==> config.mk <==
export PLATFORM = sky130hd
export DESIGN_NAME = spi_3wire_arbiter_flat
export DESIGN_NICKNAME = d
export VERILOG_FILES = /design/src/rtl/spi_3wire_arbiter_if.sv /design/src/rtl/spi_3wire_arbiter.sv /design/src/flat_wrapper.sv
export SDC_FILE = /design/constraint.sdc
export NUM_CORES = 1
export LEC_CHECK = 0
export CAP_MARGIN = 20
export CORE_AREA = 2 2 143 145
export DETAILED_ROUTE_END_ITERATION = 8
export DIE_AREA = 0 0 145 147
export PLACE_DENSITY = 0.7
export SLEW_MARGIN = 20
export SYNTH_ARGS = -nofsm -noshare
export SYNTH_HDL_FRONTEND = slang
export SYNTH_SLANG_ARGS = --single-unit
export TNS_END_PERCENT = 5
==> constraint.sdc <==
create_clock -name clk -period 3.1 [get_ports clk]
set_input_delay 0.31 -clock clk [delete_from_list [all_inputs] [get_ports clk]]
set_output_delay 0.31 -clock clk [all_outputs]
set_load 0.005 [all_outputs]
==> src/rtl/spi_3wire_arbiter_if.sv <==
// ---------------------------------------------------------------------------
// spi_3wire_arbiter_if
// Bundles the client request/response signals and the spi_3wire_controller
// command/status signals that the round-robin arbiter sits between.
//
// Client side : c_req, c_cs, c_out_data, c_out_count, c_in_count (to arbiter)
//               c_grant, c_ack, c_err, rsp_in_data            (from arbiter)
// SPI side    : spi_busy, spi_in_data                          (to arbiter)
//               spi_activate, spi_in_cs, spi_out_data,
//               spi_out_count, spi_in_count                   (from arbiter)
//
// Modports: slave  = arbiter view
//           master = clients + controller view
// ---------------------------------------------------------------------------
interface spi_3wire_arbiter_if #(
    parameter int NUM_CLIENTS  = 3,
    parameter int NUM_SELECTS  = 2,
    parameter int OUT_BYTES    = 8,
    parameter int IN_BYTES     = 4,
    parameter int OUT_BYTES_SZ = $clog2(OUT_BYTES + 1),
    parameter int IN_BYTES_SZ  = $clog2(IN_BYTES + 1)
);
    logic [NUM_CLIENTS-1:0]                      c_req;
    logic [NUM_CLIENTS-1:0][NUM_SELECTS-1:0]     c_cs;
    logic [NUM_CLIENTS-1:0][OUT_BYTES-1:0][7:0]  c_out_data;
    logic [NUM_CLIENTS-1:0][OUT_BYTES_SZ-1:0]    c_out_count;
    logic [NUM_CLIENTS-1:0][IN_BYTES_SZ-1:0]     c_in_count;
    logic [NUM_CLIENTS-1:0]                      c_grant;
    logic [NUM_CLIENTS-1:0]                      c_ack;
    logic                                        c_err;
    logic [IN_BYTES-1:0][7:0]                    rsp_in_data;

    logic                                        spi_busy;
    logic                                        spi_activate;
    logic [NUM_SELECTS-1:0]                      spi_in_cs;
    logic [OUT_BYTES-1:0][7:0]                   spi_out_data;
    logic [OUT_BYTES_SZ-1:0]                     spi_out_count;
    logic [IN_BYTES_SZ-1:0]                      spi_in_count;
    logic [IN_BYTES-1:0][7:0]                    spi_in_data;

    modport slave (
        input  c_req, c_cs, c_out_data, c_out_count, c_in_count,
        input  spi_busy, spi_in_data,
        output c_grant, c_ack, c_err, rsp_in_data,
        output spi_activate, spi_in_cs, spi_out_data, spi_out_count, spi_in_count
    );

    modport master (
        output c_req, c_cs, c_out_data, c_out_count, c_in_count,
        output spi_busy, spi_in_data,
        input  c_grant, c_ack, c_err, rsp_in_data,
        input  spi_activate, spi_in_cs, spi_out_data, spi_out_count, spi_in_count
    );
endinterface

==> src/rtl/spi_3wire_arbiter.sv <==
// ---------------------------------------------------------------------------
// spi_3wire_arbiter
// Round-robin arbiter sharing one spi_3wire_controller among NUM_CLIENTS
// requesters. The winner's chip-select, write bytes and counts are registered
// onto the controller inputs, activate is held until the controller reports
// busy, and completion is returned to the owner as a one-cycle c_ack with
// c_err (rejected request or launch timeout) and the read bytes.
//
// Ports
//   clk    : system clock
//   reset  : synchronous, active-high
//   bus    : spi_3wire_arbiter_if.slave (client request/response + controller)
// ---------------------------------------------------------------------------
module spi_3wire_arbiter #(
    parameter int NUM_CLIENTS    = 3,
    parameter int NUM_SELECTS    = 2,
    parameter int OUT_BYTES      = 8,
    parameter int IN_BYTES       = 4,
    parameter int OUT_BYTES_SZ   = $clog2(OUT_BYTES + 1),
    parameter int IN_BYTES_SZ    = $clog2(IN_BYTES + 1),
    parameter int LAUNCH_TIMEOUT = 64
) (
    input  logic                clk,
    input  logic                reset,
    spi_3wire_arbiter_if.slave  bus
);
    localparam int PTR_W = (NUM_CLIENTS > 1) ? $clog2(NUM_CLIENTS) : 1;
    localparam int TMO_W = (LAUNCH_TIMEOUT > 1) ? $clog2(LAUNCH_TIMEOUT) : 1;
    localparam logic [TMO_W-1:0]        TMO_INIT = TMO_W'(LAUNCH_TIMEOUT - 1);
    localparam logic [OUT_BYTES_SZ-1:0] OUT_MAX  = OUT_BYTES_SZ'(OUT_BYTES);
    localparam logic [IN_BYTES_SZ-1:0]  IN_MAX   = IN_BYTES_SZ'(IN_BYTES);

    typedef enum logic [2:0] {
        S_IDLE, S_LAUNCH, S_WAIT, S_REJECT, S_COMPLETE
    } state_t;

    state_t                      state, state_nxt;
    logic [PTR_W-1:0]            last_grant, last_grant_nxt;
    logic [TMO_W-1:0]            tmo, tmo_nxt;
    logic                        err, err_nxt;
    logic [NUM_CLIENTS-1:0]      grant_q, grant_nxt;
    logic [NUM_CLIENTS-1:0]      ack_q, ack_nxt;
    logic                        cerr_q, cerr_nxt;
    logic                        act_q, act_nxt;
    logic                        latch_req, latch_rsp;

    logic [NUM_SELECTS-1:0]      cs_q;
    logic [OUT_BYTES-1:0][7:0]   odata_q;
    logic [OUT_BYTES_SZ-1:0]     ocnt_q;
    logic [IN_BYTES_SZ-1:0]      icnt_q;
    logic [IN_BYTES-1:0][7:0]    rsp_q;

    logic                        found;
    logic [PTR_W-1:0]            win;
    logic                        win_valid;
    int                          idx;

    // Round-robin search starting just after the last owner, with wrap-around.
    always_comb begin
        found = 1'b0;
        win   = '0;
        idx   = 0;
        for (int i = 1; i <= NUM_CLIENTS; i++) begin
            idx = int'(last_grant) + i;
            if (idx >= NUM_CLIENTS) idx = idx - NUM_CLIENTS;
            if (!found && bus.c_req[PTR_W'(idx)]) begin
                found = 1'b1;
                win   = PTR_W'(idx);
            end
        end
        win_valid = (bus.c_cs[win] != '0) &&
                    (bus.c_out_count[win] != '0) &&
                    (bus.c_out_count[win] <= OUT_MAX) &&
                    (bus.c_in_count[win] <= IN_MAX);
    end

    always_comb begin
        state_nxt      = state;
        last_grant_nxt = last_grant;
        tmo_nxt        = tmo;
        err_nxt        = err;
        grant_nxt      = grant_q;
        ack_nxt        = '0;
        cerr_nxt       = 1'b0;
        act_nxt        = act_q;
        latch_req      = 1'b0;
        latch_rsp      = 1'b0;
        case (state)
            // The controller reports busy during its own reset, so an idle
            // controller is required before anything is granted.
            S_IDLE: begin
                if (found && !bus.spi_busy) begin
                    grant_nxt      = NUM_CLIENTS'(1) << win;
                    last_grant_nxt = win;
                    latch_req      = 1'b1;
                    if (win_valid) begin
                        act_nxt   = 1'b1;
                        tmo_nxt   = TMO_INIT;
                        state_nxt = S_LAUNCH;
                    end else begin
                        state_nxt = S_REJECT;
                    end
                end
            end
            // Activate is only sampled on controller half-bit ticks, so it is
            // held until busy is seen or the launch window expires.
            S_LAUNCH: begin
                if (bus.spi_busy) begin
                    act_nxt   = 1'b0;
                    state_nxt = S_WAIT;
                end else if (tmo == '0) begin
                    act_nxt   = 1'b0;
                    err_nxt   = 1'b1;
                    state_nxt = S_COMPLETE;
                end else begin
                    tmo_nxt = tmo - TMO_W'(1);
                end
            end
            S_WAIT: begin
                if (!bus.spi_busy) begin
                    err_nxt   = 1'b0;
                    state_nxt = S_COMPLETE;
                end
            end
            S_REJECT: begin
                err_nxt   = 1'b1;
                state_nxt = S_COMPLETE;
            end
            S_COMPLETE: begin
                ack_nxt   = grant_q;
                cerr_nxt  = err;
                grant_nxt = '0;
                latch_rsp = !err;
                state_nxt = S_IDLE;
            end
            default: state_nxt = S_IDLE;
        endcase
    end

    always_ff @(posedge clk) begin
        if (reset) begin
            state      <= S_IDLE;
            last_grant <= PTR_W'(NUM_CLIENTS - 1);
            tmo        <= '0;
            err        <= 1'b0;
            grant_q    <= '0;
            ack_q      <= '0;
            cerr_q     <= 1'b0;
            act_q      <= 1'b0;
            cs_q       <= '0;
            odata_q    <= '0;
            ocnt_q     <= '0;
            icnt_q     <= '0;
            rsp_q      <= '0;
        end else begin
            state      <= state_nxt;
            last_grant <= last_grant_nxt;
            tmo        <= tmo_nxt;
            err        <= err_nxt;
            grant_q    <= grant_nxt;
            ack_q      <= ack_nxt;
            cerr_q     <= cerr_nxt;
            act_q      <= act_nxt;
            if (latch_req) begin
                cs_q    <= bus.c_cs[win];
                odata_q <= bus.c_out_data[win];
                ocnt_q  <= bus.c_out_count[win];
                icnt_q  <= bus.c_in_count[win];
            end
            if (latch_rsp) rsp_q <= bus.spi_in_data;
        end
    end

    assign bus.c_grant       = grant_q;
    assign bus.c_ack         = ack_q;
    assign bus.c_err         = cerr_q;
    assign bus.rsp_in_data   = rsp_q;
    assign bus.spi_activate  = act_q;
    assign bus.spi_in_cs     = cs_q;
    assign bus.spi_out_data  = odata_q;
    assign bus.spi_out_count = ocnt_q;
    assign bus.spi_in_count  = icnt_q;
endmodule

==> src/flat_wrapper.sv <==
// flat-port wrapper written by rule: the top's interface ports become plain ports
module spi_3wire_arbiter_flat 
#(
    parameter int NUM_CLIENTS    = 3,
    parameter int NUM_SELECTS    = 2,
    parameter int OUT_BYTES      = 8,
    parameter int IN_BYTES       = 4,
    parameter int OUT_BYTES_SZ   = $clog2(OUT_BYTES + 1),
    parameter int IN_BYTES_SZ    = $clog2(IN_BYTES + 1),
    parameter int LAUNCH_TIMEOUT = 64
)
  (clk, reset, bus_c_req, bus_c_cs, bus_c_out_data, bus_c_out_count, bus_c_in_count, bus_spi_busy, bus_spi_in_data, bus_c_grant, bus_c_ack, bus_c_err, bus_rsp_in_data, bus_spi_activate, bus_spi_in_cs, bus_spi_out_data, bus_spi_out_count, bus_spi_in_count);
  spi_3wire_arbiter_if #(.NUM_CLIENTS(NUM_CLIENTS), .NUM_SELECTS(NUM_SELECTS), .OUT_BYTES(OUT_BYTES), .IN_BYTES(IN_BYTES), .OUT_BYTES_SZ(OUT_BYTES_SZ), .IN_BYTES_SZ(IN_BYTES_SZ)) bus_i ();
  input  logic clk;
  input  logic reset;
  input wire logic [$bits(bus_i.c_req)-1:0] bus_c_req;
  input wire logic [$bits(bus_i.c_cs)-1:0] bus_c_cs;
  input wire logic [$bits(bus_i.c_out_data)-1:0] bus_c_out_data;
  input wire logic [$bits(bus_i.c_out_count)-1:0] bus_c_out_count;
  input wire logic [$bits(bus_i.c_in_count)-1:0] bus_c_in_count;
  input wire logic [$bits(bus_i.spi_busy)-1:0] bus_spi_busy;
  input wire logic [$bits(bus_i.spi_in_data)-1:0] bus_spi_in_data;
  output wire logic [$bits(bus_i.c_grant)-1:0] bus_c_grant;
  output wire logic [$bits(bus_i.c_ack)-1:0] bus_c_ack;
  output wire logic [$bits(bus_i.c_err)-1:0] bus_c_err;
  output wire logic [$bits(bus_i.rsp_in_data)-1:0] bus_rsp_in_data;
  output wire logic [$bits(bus_i.spi_activate)-1:0] bus_spi_activate;
  output wire logic [$bits(bus_i.spi_in_cs)-1:0] bus_spi_in_cs;
  output wire logic [$bits(bus_i.spi_out_data)-1:0] bus_spi_out_data;
  output wire logic [$bits(bus_i.spi_out_count)-1:0] bus_spi_out_count;
  output wire logic [$bits(bus_i.spi_in_count)-1:0] bus_spi_in_count;
  assign bus_i.c_req = bus_c_req;
  assign bus_i.c_cs = bus_c_cs;
  assign bus_i.c_out_data = bus_c_out_data;
  assign bus_i.c_out_count = bus_c_out_count;
  assign bus_i.c_in_count = bus_c_in_count;
  assign bus_i.spi_busy = bus_spi_busy;
  assign bus_i.spi_in_data = bus_spi_in_data;
  assign bus_c_grant = bus_i.c_grant;
  assign bus_c_ack = bus_i.c_ack;
  assign bus_c_err = bus_i.c_err;
  assign bus_rsp_in_data = bus_i.rsp_in_data;
  assign bus_spi_activate = bus_i.spi_activate;
  assign bus_spi_in_cs = bus_i.spi_in_cs;
  assign bus_spi_out_data = bus_i.spi_out_data;
  assign bus_spi_out_count = bus_i.spi_out_count;
  assign bus_spi_in_count = bus_i.spi_in_count;
  spi_3wire_arbiter #(.NUM_CLIENTS(NUM_CLIENTS), .NUM_SELECTS(NUM_SELECTS), .OUT_BYTES(OUT_BYTES), .IN_BYTES(IN_BYTES), .OUT_BYTES_SZ(OUT_BYTES_SZ), .IN_BYTES_SZ(IN_BYTES_SZ), .LAUNCH_TIMEOUT(LAUNCH_TIMEOUT)) u_core (.clk(clk), .reset(reset), .bus(bus_i));
endmodule
==> flow_summary_export.csv, run 1 <==
group,metric,value,unit
sta,setup_tns,0,ns
power_and_ir_drop,switching_share,38.8,%
setup_path,path_class,"register to register",
global_route,track_usage,20.4,%
final_layout,nets,1379,
run,drv_cap,0,
hold_path,hold_start,"reset",
floorplanning,core_area,0.0198,mm²
floorplanning,die_w,145,µm
power_and_ir_drop,p_seq_share,24.6,%
logic_synthesis,synthDominantCellAreaShare,40.2,%
final_layout,synthToLayoutAreaGrowth,72.9,%
final_layout,final_cell_mix,"368 x clkdlybuf4s50_1, 160 x nor2_1, 124 x dfxtp_1, 110 x a21oi_1, 78 x nand2_1",
global_route,grt_antenna_before_repair,0,
power_and_ir_drop,power.internal,6.05,mW
sta,finalCritPeriodShare,97.1,%
cts,path_clk_slew,0.06,ns
floorplanning,start_util,31.4,%
placement,io_buffer_count,369,
routing,drcViolationCount,0,
setup_path,cp.depth,12,
hold_path,holdPathStages,2,
sta,whs,0.362,ns
logic_synthesis,avgSynthCellArea,8.02,µm²
setup_path,critPathMaxFanout,7,
global_route,grt_pass1_vias,6468,
cts,cts_htree_levels,4,
setup_path,ff2ff_path_depth,12,
placement,hpwl,16900,µm
cts,cts_root_buffer,"clkbuf_16",
setup_path,setup.worst_path.start,"u_core.last_grant[0]",
sta,hold_viol_final,0,
setup_path,reg2reg_from,"u_core.last_grant[0]",
logic_synthesis,synthTopCellsByArea,"dfxtp_1 40%, mux2i_1 12%, nor2_1 9.7%",
routing,wirelength,22000,µm
power_and_ir_drop,ir_worst_vdd,872,µV
logic_synthesis,synth-seq-cells,125,
sta,max_slew.worst_pin.slew,0.868,ns
power_and_ir_drop,power.share.clock,19.8,%
hold_path,worstHoldPathType,"primary input to register",
logic_synthesis,ys_seq_area_share,40.2,%
logic_synthesis,synthArstFlopShare,0,%
logic_synthesis,syn_inst,776,
status,status,"finished, final reports clean",
setup_path,cp_slowest_stage_delay,0.40,ns
setup_path,cp_num_buf_inv,2,
setup_path,critPathRequiredTime,3.44,ns
logic_synthesis,syn-num-nets,1039,
sta,clock.fmax,332,MHz
floorplanning,die_area,0.0213,mm²
sta,skew,0.00366,ns
cts,cts_tree,"done",
logic_synthesis,yosysWarnings,0,
setup_path,critPathCaptureType,"register",
setup_path,critical_path_arrival,3.35,ns
routing,antenna_left,0,
sta,finalMaxSlewViolations,0,
routing,dr.first_iter.drc_count,297,
sta,period_needed,3.01,ns
sta,max_slew_margin,41.9,%
logic_synthesis,synth_top_cell_by_area,"dfxtp_1",
routing,firstDrtPassIters,5,
logic_synthesis,synth_edf_count,0,
floorplanning,io-pin-count,370,
global_route,grt_pass1_wl,34500,µm
setup_path,crit_family,"compound AO/OA/AOI/OAI gates",
final_layout,layout_commonest_cell,"clkdlybuf4s50_1",
setup_path,path_cells,"inv_1, ha_2, or3b_4, a21oi_2, nor3_2, a21oi_4, buf_4, mux2_4, a221o_1, o21a_2, a21o_1, a211oi_2",
placement,placed_cell_area,0.0102,mm²
cts,cts_hold_buf,0,
logic_synthesis,synth.cell_area,0.00623,mm²
routing,via_per_inst,4.77,
floorplanning,rows,52,
global_route,grt_max_degree,77,
sta,setup_viol_count_final,0,
final_layout,design_area,0.0108,mm²
cts,cts_buffers,17,
power_and_ir_drop,powerDensity,918,mW/mm²
cts,cts.sinks,125,
power_and_ir_drop,combPwrFrac,55.7,%
logic_synthesis,synth_ff_type,"dfxtp_1",
placement,gp_congestion,0.846,
setup_path,cp-start-kind,"register",
sta,rsz0062_at_grt,"yes",
power_and_ir_drop,total_leakage_power,4.21,nW
cts,clk_latency,0.42,ns
final_layout,drive_above_1_share,6.55,%
routing,num_vias,6675,
routing,wl_per_cell,15.7,µm
cts,clk_path_buf_depth,2,
global_route,grt_remaining_overflow,0,
setup_path,cp_slowest_cell,"or3b_4",
logic_synthesis,ys_types,56,
final_layout,fin_util,54.3,%
floorplanning,chipHeight,147,µm
power_and_ir_drop,power_switching,3.83,mW
cell type report:
cell class	instances	area, µm²
Fill cell	1854	9080
Timing Repair Buffer	385	3860
Multi-Input combinational cell	579	3460
Sequential cell	125	2500
Clock buffer	18	429
Tap cell	270	338
Clock inverter	14	146
Inverter	8	30.0
Antenna cell	1	2.50
what timing repair did:
item / 4_1_cts / 5_1_grt
gates resized for setup: 0 / 6
buffers inserted: 0 / 1
hold endpoints to repair: 0 / 0
setup endpoints to repair: 0 / 53
Yosys cell counts, drive strengths merged (2+ instances only):
| cell type | count |
|---|---|
| nor2 | 162 |
| dfxtp | 125 |
| a21oi | 112 |
| nand2 | 78 |
| mux2i | 76 |
| a211oi | 72 |
| clkbuf | 45 |
| buf | 19 |
| inv | 8 |
| nor3 | 7 |
| ha | 6 |
| o21ai | 5 |
| a22oi | 4 |
| and2 | 4 |
| and3 | 4 |
| nand3 | 4 |
| a211o | 3 |
| a21o | 3 |
| a31oi | 3 |
| mux2 | 3 |
| nand4 | 3 |
| nor2b | 3 |
| o31ai | 3 |
| or2 | 3 |
| a2bb2oi | 2 |
| nand2b | 2 |
layer usage:
layer  global-route usage [%]  wire [µm]  vias to the layer above
li1                         -          -                     3405
met1                     23.7       8930                     3018
met2                     35.0      10800                      226
met3                     7.89       1850                       26
met4                     6.24        369                        0
met5                        0          0                        -
worst register-to-register path: stages (launching register included):
cell and delay [ns]:
dfxtp_1 0.30, inv_1 0.11, ha_2 0.33, or3b_4 0.40
a21oi_2 0.14, nor3_2 0.07, a21oi_4 0.25, buf_4 0.16
mux2_4 0.29, a221o_1 0.35, o21a_2 0.15, a21o_1 0.19
a211oi_2 0.17
stage by stage:
step,total power [mW],cells,setup slack [ns]
global route,10.6,1399,-0.0269
CTS,9.94,1398,0.0126
global placement,7.87,1366,0.125
detailed placement,7.94,1366,0.0395
finish,9.88,1400,0.0908
floorplan,5.88,776,0.115
power by group through the flow:
stage	Combinational, mW	Sequential [mW]	Clock [mW]
6_report	5.50	2.43	1.95
4_1_cts	5.51	2.42	2.00
3_3_place_gp	5.43	2.44	0
2_1_floorplan	3.42	2.46	0
3_5_place_dp	5.49	2.45	0
5_1_grt	6.04	2.49	2.08
logic make-up after synthesis:
logic type	count (synthesis)	share of synthesized area [%]
AND/OR/NAND/NOR	274	18.0
adder cells (fa/ha/maj)	6	1.21
XOR/XNOR	2	0.402
flip-flops	125	40.2
AO/OA/AOI/OAI	218	22.4
multiplexers	79	12.9
buffers and inverters	72	4.86
flip-flops by register name, indices dropped and copies added, names as in the netlist, 3 cells and up:
register and count:
u_core.bus.c_ack 3, u_core.bus.c_grant 3, u_core.bus.rsp_in_data 32, u_core.bus.spi_in_count 3, u_core.bus.spi_out_count 4, u_core.bus.spi_out_data 64, u_core.state 3, u_core.tmo 6
worst paths after layout:
path                           endpoint  slack [ns]
max                     u_core.state[1]        0.09
min               u_core.bus.c_grant[1]        0.36
max reg2reg             u_core.state[1]        0.09
min reg2reg  u_core.bus.rsp_in_data[28]        0.45
Power figures use the tool's default switching activity.
==> run 2, diff against run 1 <==
- RECOVER_POWER: default -> 50
==> flow_summary_export.csv, run 2 (same netlist as run 1, synthesis figures left out) <==
group,metric,value,unit
sta,hold_viol_final,0,
setup_path,path_class,"register to register",
placement,io_buffer_count,369,
placement,dp_cells,1366,
final_layout,synthToLayoutAreaGrowth,72.9,%
setup_path,critPathRequiredTime,3.44,ns
placement,hpwl,16900,µm
final_layout,final_cell_mix,"255 x clkdlybuf4s50_1, 160 x nor2_1, 124 x dfxtp_1, 113 x dlygate4sd3_1, 110 x a21oi_1",
sta,finalMaxSlewViolations,0,
sta,setup_ws,0.0941,ns
power_and_ir_drop,combPwrFrac,55.1,%
global_route,grt_remaining_overflow,0,
placement,place_ws,0.0395,ns
setup_path,path_cells,"inv_1, ha_2, or3b_4, a21oi_2, nor3_2, a21oi_4, buf_4, mux2_4, a221o_1, o21a_2, a21o_1, a211oi_2",
hold_path,worstHoldPathType,"primary input to register",
floorplanning,core_area,0.0198,mm²
routing,wl_per_cell,15.7,µm
sta,period_needed,3.01,ns
run,drv_cap,0,
final_layout,num-fill-cells,1854,
setup_path,setup.worst_path.start,"u_core.last_grant[0]",
sta,finalCritPeriodShare,97.0,%
routing,wirelength,22000,µm
final_layout,design_area,0.0108,mm²
floorplanning,io-pin-count,370,
status,status,"finished, final reports clean",
power_and_ir_drop,ir_worst_vdd,871,µV
power_and_ir_drop,total_leakage_power,4.55,nW
floorplanning,die_w,145,µm
power_and_ir_drop,power.share.clock,20.1,%
routing,drcViolationCount,0,
cts,cts.sinks,125,
setup_path,cp_slowest_cell,"or3b_4",
final_layout,largest_register_ffs,64,
power_and_ir_drop,power_switching,3.82,mW
global_route,grt_max_degree,77,
final_layout,nets,1379,
final_layout,layout_commonest_cell,"clkdlybuf4s50_1",
placement,gp_congestion,0.846,
global_route,grt_pass1_wl,34500,µm
global_route,track_usage,20.4,%
setup_path,cp_num_buf_inv,2,
hold_path,hold_start,"reset",
routing,num_vias,6663,
power_and_ir_drop,switching_share,39.3,%
setup_path,cp_slowest_stage_delay,0.40,ns
setup_path,crit_family,"compound AO/OA/AOI/OAI gates",
setup_path,reg2reg_from,"u_core.last_grant[0]",
routing,antenna_left,0,
final_layout,drive_above_1_share,6.55,%
cts,clk_path_buf_depth,2,
sta,max_slew_margin,41.8,%
cts,cts_hold_buf,0,
final_layout,fin_util,54.3,%
power_and_ir_drop,p_seq_share,24.8,%
sta,clock.fmax,333,MHz
cts,path_clk_slew,0.06,ns
setup_path,cp-start-kind,"register",
sta,max_slew.worst_pin.slew,0.869,ns
floorplanning,rows,52,
cts,cts_root_buffer,"clkbuf_16",
floorplanning,die_area,0.0213,mm²
setup_path,critPathMaxFanout,7,
final_layout,stdcell_count,1400,
sta,skew,0.00365,ns
cts,cts_htree_levels,4,
floorplanning,chipHeight,147,µm
cts,clk_latency,0.42,ns
sta,setup_viol_count_final,0,
routing,firstDrtPassIters,4,
setup_path,critical_path_arrival,3.34,ns
global_route,grt_pass1_vias,6468,
floorplanning,start_util,31.4,%
routing,dr.first_iter.drc_count,301,
setup_path,critPathCaptureType,"register",
routing,via_per_inst,4.76,
global_route,grt_antenna_before_repair,0,
sta,rsz0062_at_grt,"yes",
sta,whs,0.361,ns
power_and_ir_drop,powerDensity,901,mW/mm²
cts,cts_tree,"done",
power_and_ir_drop,power.internal,5.89,mW
cts,cts_buffers,17,
placement,placed_cell_area,0.0102,mm²
## run 2: timing repair
item / CTS / global route
setup endpoints to repair: 0 / 53
resized for setup: 0 / 6
buffers inserted: 0 / 1
## run 2: layer usage
| layer | routed length (µm) | share of wire (%) | GRT usage [%] |
|---|---|---|---|
| met3 | 1820 | 8.3 | 7.89 |
| met2 | 10800 | 49 | 35.0 |
| met1 | 8950 | 41 | 23.7 |
| met4 | 367 | 1.7 | 6.24 |
| met5 | 0 | 0 | 0 |
## run 2: final timing paths
check	end	slack, ns	cells past startpoint
max reg2reg	u_core.state[1]	0.09	12
min reg2reg	u_core.bus.rsp_in_data[28]	0.45	2
min	u_core.bus.c_grant[1]	0.36	2
max	u_core.state[1]	0.09	12
## run 2: per-stage QoR
stage	setup TNS, ns	power [mW]
finish	0	9.70
global route	-0.0384	10.4
CTS	0	9.94
detailed placement	0	7.94
global placement	0	7.87
floorplan	0	5.88
## run 2: power groups by stage
stage | combinational [mW] | clock [mW] | sequential, mW
after floorplan | 3.42 | 0 | 2.46
after global placement | 5.43 | 0 | 2.44
after detailed placement | 5.49 | 0 | 2.45
after CTS | 5.51 | 2.00 | 2.42
after global routing | 5.87 | 2.08 | 2.48
final | 5.35 | 1.95 | 2.40
## run 2: cell type report
class | count | area, µm² | share of cell area, %
clock buffers | 18 | 429 | 3.99
clock inverters | 14 | 146 | 1.36
diodes | 1 | 2.50 | 0.0232
inverters | 8 | 30.0 | 0.279
flip-flops and latches | 125 | 2500 | 23.3
multi-input cells | 579 | 3460 | 32.1
well taps | 270 | 338 | 3.14
repair buffers | 385 | 3860 | 35.9
## run 2: worst register-to-register path, stage by stage, from the launching register on
cell,delay [ns]
dfxtp_1,0.30
inv_1,0.11
ha_2,0.33
or3b_4,0.40
a21oi_2,0.14
nor3_2,0.07
a21oi_4,0.24
buf_4,0.16
mux2_4,0.29
a221o_1,0.35
o21a_2,0.15
a21o_1,0.19
a211oi_2,0.17
==> run 3, diff against run 2 <==
- CORE_AREA: 2 2 143 145 -> default
- CORE_MARGIN: default -> 5
- CORE_UTILIZATION: default -> 34
- DIE_AREA: 0 0 145 147 -> default
- PLACE_DENSITY: 0.7 -> 0.75
- SKIP_CTS_REPAIR_TIMING: default -> 1
- TNS_END_PERCENT: 5 -> 10
==> flow_summary_export.csv, run 3 (same netlist as run 1, synthesis figures left out) <==
group,metric,value,unit
global_route,grt_max_degree,69,
placement,dp_cells,1329,
power_and_ir_drop,total_leakage_power,4.57,nW
sta,setup_ws,0.0895,ns
setup_path,critPathMaxFanout,6,
sta,max_slew.worst_pin.slew,1.06,ns
sta,period_needed,3.01,ns
floorplanning,core_area,0.0180,mm²
setup_path,cp-start-kind,"register",
cts,clk_latency,0.41,ns
status,status,"finished, final reports clean",
routing,via_per_inst,4.96,
final_layout,fin_util,59.6,%
routing,num_vias,6751,
power_and_ir_drop,ir_worst_vdd,704,µV
cts,cts.sinks,125,
setup_path,setup.worst_path.start,"u_core.last_grant[1]",
floorplanning,rows,49,
final_layout,synthToLayoutAreaGrowth,72.5,%
global_route,grt_antenna_before_repair,0,
final_layout,final_cell_mix,"255 x clkdlybuf4s50_1, 160 x nor2_1, 124 x dfxtp_1, 113 x dlygate4sd3_1, 110 x a21oi_1",
floorplanning,io-pin-count,370,
global_route,grt_pass1_wl,34900,µm
cts,cts_root_buffer,"clkbuf_16",
routing,wirelength,22800,µm
sta,finalCritPeriodShare,97.1,%
cts,cts_tree,"done",
sta,skew,0.0102,ns
routing,dr.first_iter.drc_count,284,
power_and_ir_drop,p_seq_share,24.5,%
placement,placed_cell_area,0.0101,mm²
sta,whs,0.397,ns
setup_path,r2r-end,"u_core.tmo[1]",
setup_path,reg2reg_from,"u_core.last_grant[1]",
sta,setup_tns,0,ns
power_and_ir_drop,total_power,9.76,mW
setup_path,critPathCaptureType,"register",
final_layout,layout_commonest_cell,"clkdlybuf4s50_1",
final_layout,design_area,0.0107,mm²
setup_path,ff2ff_path_depth,12,
run,drv_cap,0,
hold_path,holdPathStages,2,
setup_path,critPathRequiredTime,3.43,ns
global_route,track_usage,20.3,%
final_layout,nets,1385,
sta,setup_viol_count_final,0,
global_route,grt_remaining_overflow,0,
placement,io_buffer_count,369,
final_layout,stdcell_count,1362,
cts,cts_buffers,17,
power_and_ir_drop,power_switching,3.83,mW
placement,place_ws,-0.0436,ns
setup_path,path_class,"register to register",
sta,finalMaxSlewViolations,0,
sta,clock.fmax,332,MHz
cts,clk_path_buf_depth,2,
global_route,grt_pass1_vias,6547,
sta,hold_viol_final,0,
final_layout,diodes,0,
sta,max_slew_margin,29.2,%
routing,firstDrtPassIters,4,
routing,wl_per_cell,16.7,µm
setup_path,r2r_setup_slack,0.09,ns
floorplanning,die_area,0.0211,mm²
floorplanning,chipHeight,145,µm
power_and_ir_drop,combPwrFrac,56.9,%
power_and_ir_drop,switching_share,39.2,%
floorplanning,die_w,145,µm
placement,hpwl,17800,µm
routing,antenna_left,0,
floorplanning,start_util,34.5,%
setup_path,endpoint,"u_core.tmo[1]",
cts,path_clk_slew,0.05,ns
routing,drcViolationCount,0,
hold_path,worstHoldPathType,"primary input to register",
cts,cts_htree_levels,4,
final_layout,drive_above_1_share,6.80,%
placement,gp_congestion,0.810,
setup_path,critical_path_arrival,3.34,ns
power_and_ir_drop,power.internal,5.93,mW
power_and_ir_drop,power.share.clock,18.6,%
power_and_ir_drop,powerDensity,909,mW/mm²
final_layout,largest_register_ffs,64,
run 3: cell count changes in the layout (fill, tap and decap cells not counted), sizes merged:
cell	change
buf	+6
bufinv	-1
clkbuf	+4
clkinv	-3
clkinvlp	-1
diode	-1
inv	-1
run 3: how the worst min path moves through the flow:
stage                                          start                           to  slack, ns
final                                          reset        u_core.bus.c_grant[1]       0.40
after CTS                                      reset        u_core.bus.c_grant[1]       0.39
after global routing                           reset  u_core.bus.spi_out_data[44]       0.42
after global placement     u_core.bus.rsp_in_data[0]    u_core.bus.rsp_in_data[0]       0.44
after floorplan                   bus_spi_in_data[0]    u_core.bus.rsp_in_data[0]       0.45
after detailed placement  u_core.bus.rsp_in_data[31]   u_core.bus.rsp_in_data[31]       0.45
run 3: final cells by class:
class,instances,area (µm²)
clock inverters,8,70.1
inverters,8,30.0
multi-input cells,579,3480
repair buffers,391,3920
flip-flops and latches,125,2500
fillers,1621,7290
well taps,229,287
clock buffers,22,454
run 3: power groups by stage:
stage,Sequential (mW),Clock [mW],Combinational (mW)
floorplan,2.46,0,3.42
global placement,2.43,0,5.49
detailed placement,2.44,0,5.57
CTS,2.41,1.84,5.60
global route,2.46,1.92,6.08
finish,2.39,1.81,5.55
run 3: critical path, cell delays in order (launching register included):
cell and delay [ns]:
dfxtp_1 0.30, buf_4 0.14, ha_1 0.22, or3b_4 0.43
a21oi_2 0.16, nor3_2 0.07, a21oi_4 0.30, buf_6 0.16
mux2_1 0.36, o2111ai_2 0.12, xnor2_2 0.18, nand3_2 0.18
a221oi_2 0.31
run 3: layer usage:
layer | vias up | track usage (%) | routed length [µm]
li1 | 3412 | - | -
met1 | 3070 | 23.5 | 8940
met2 | 242 | 36.1 | 11800
met3 | 27 | 6.32 | 1670
met4 | 0 | 5.60 | 386
met5 | - | 0 | 0
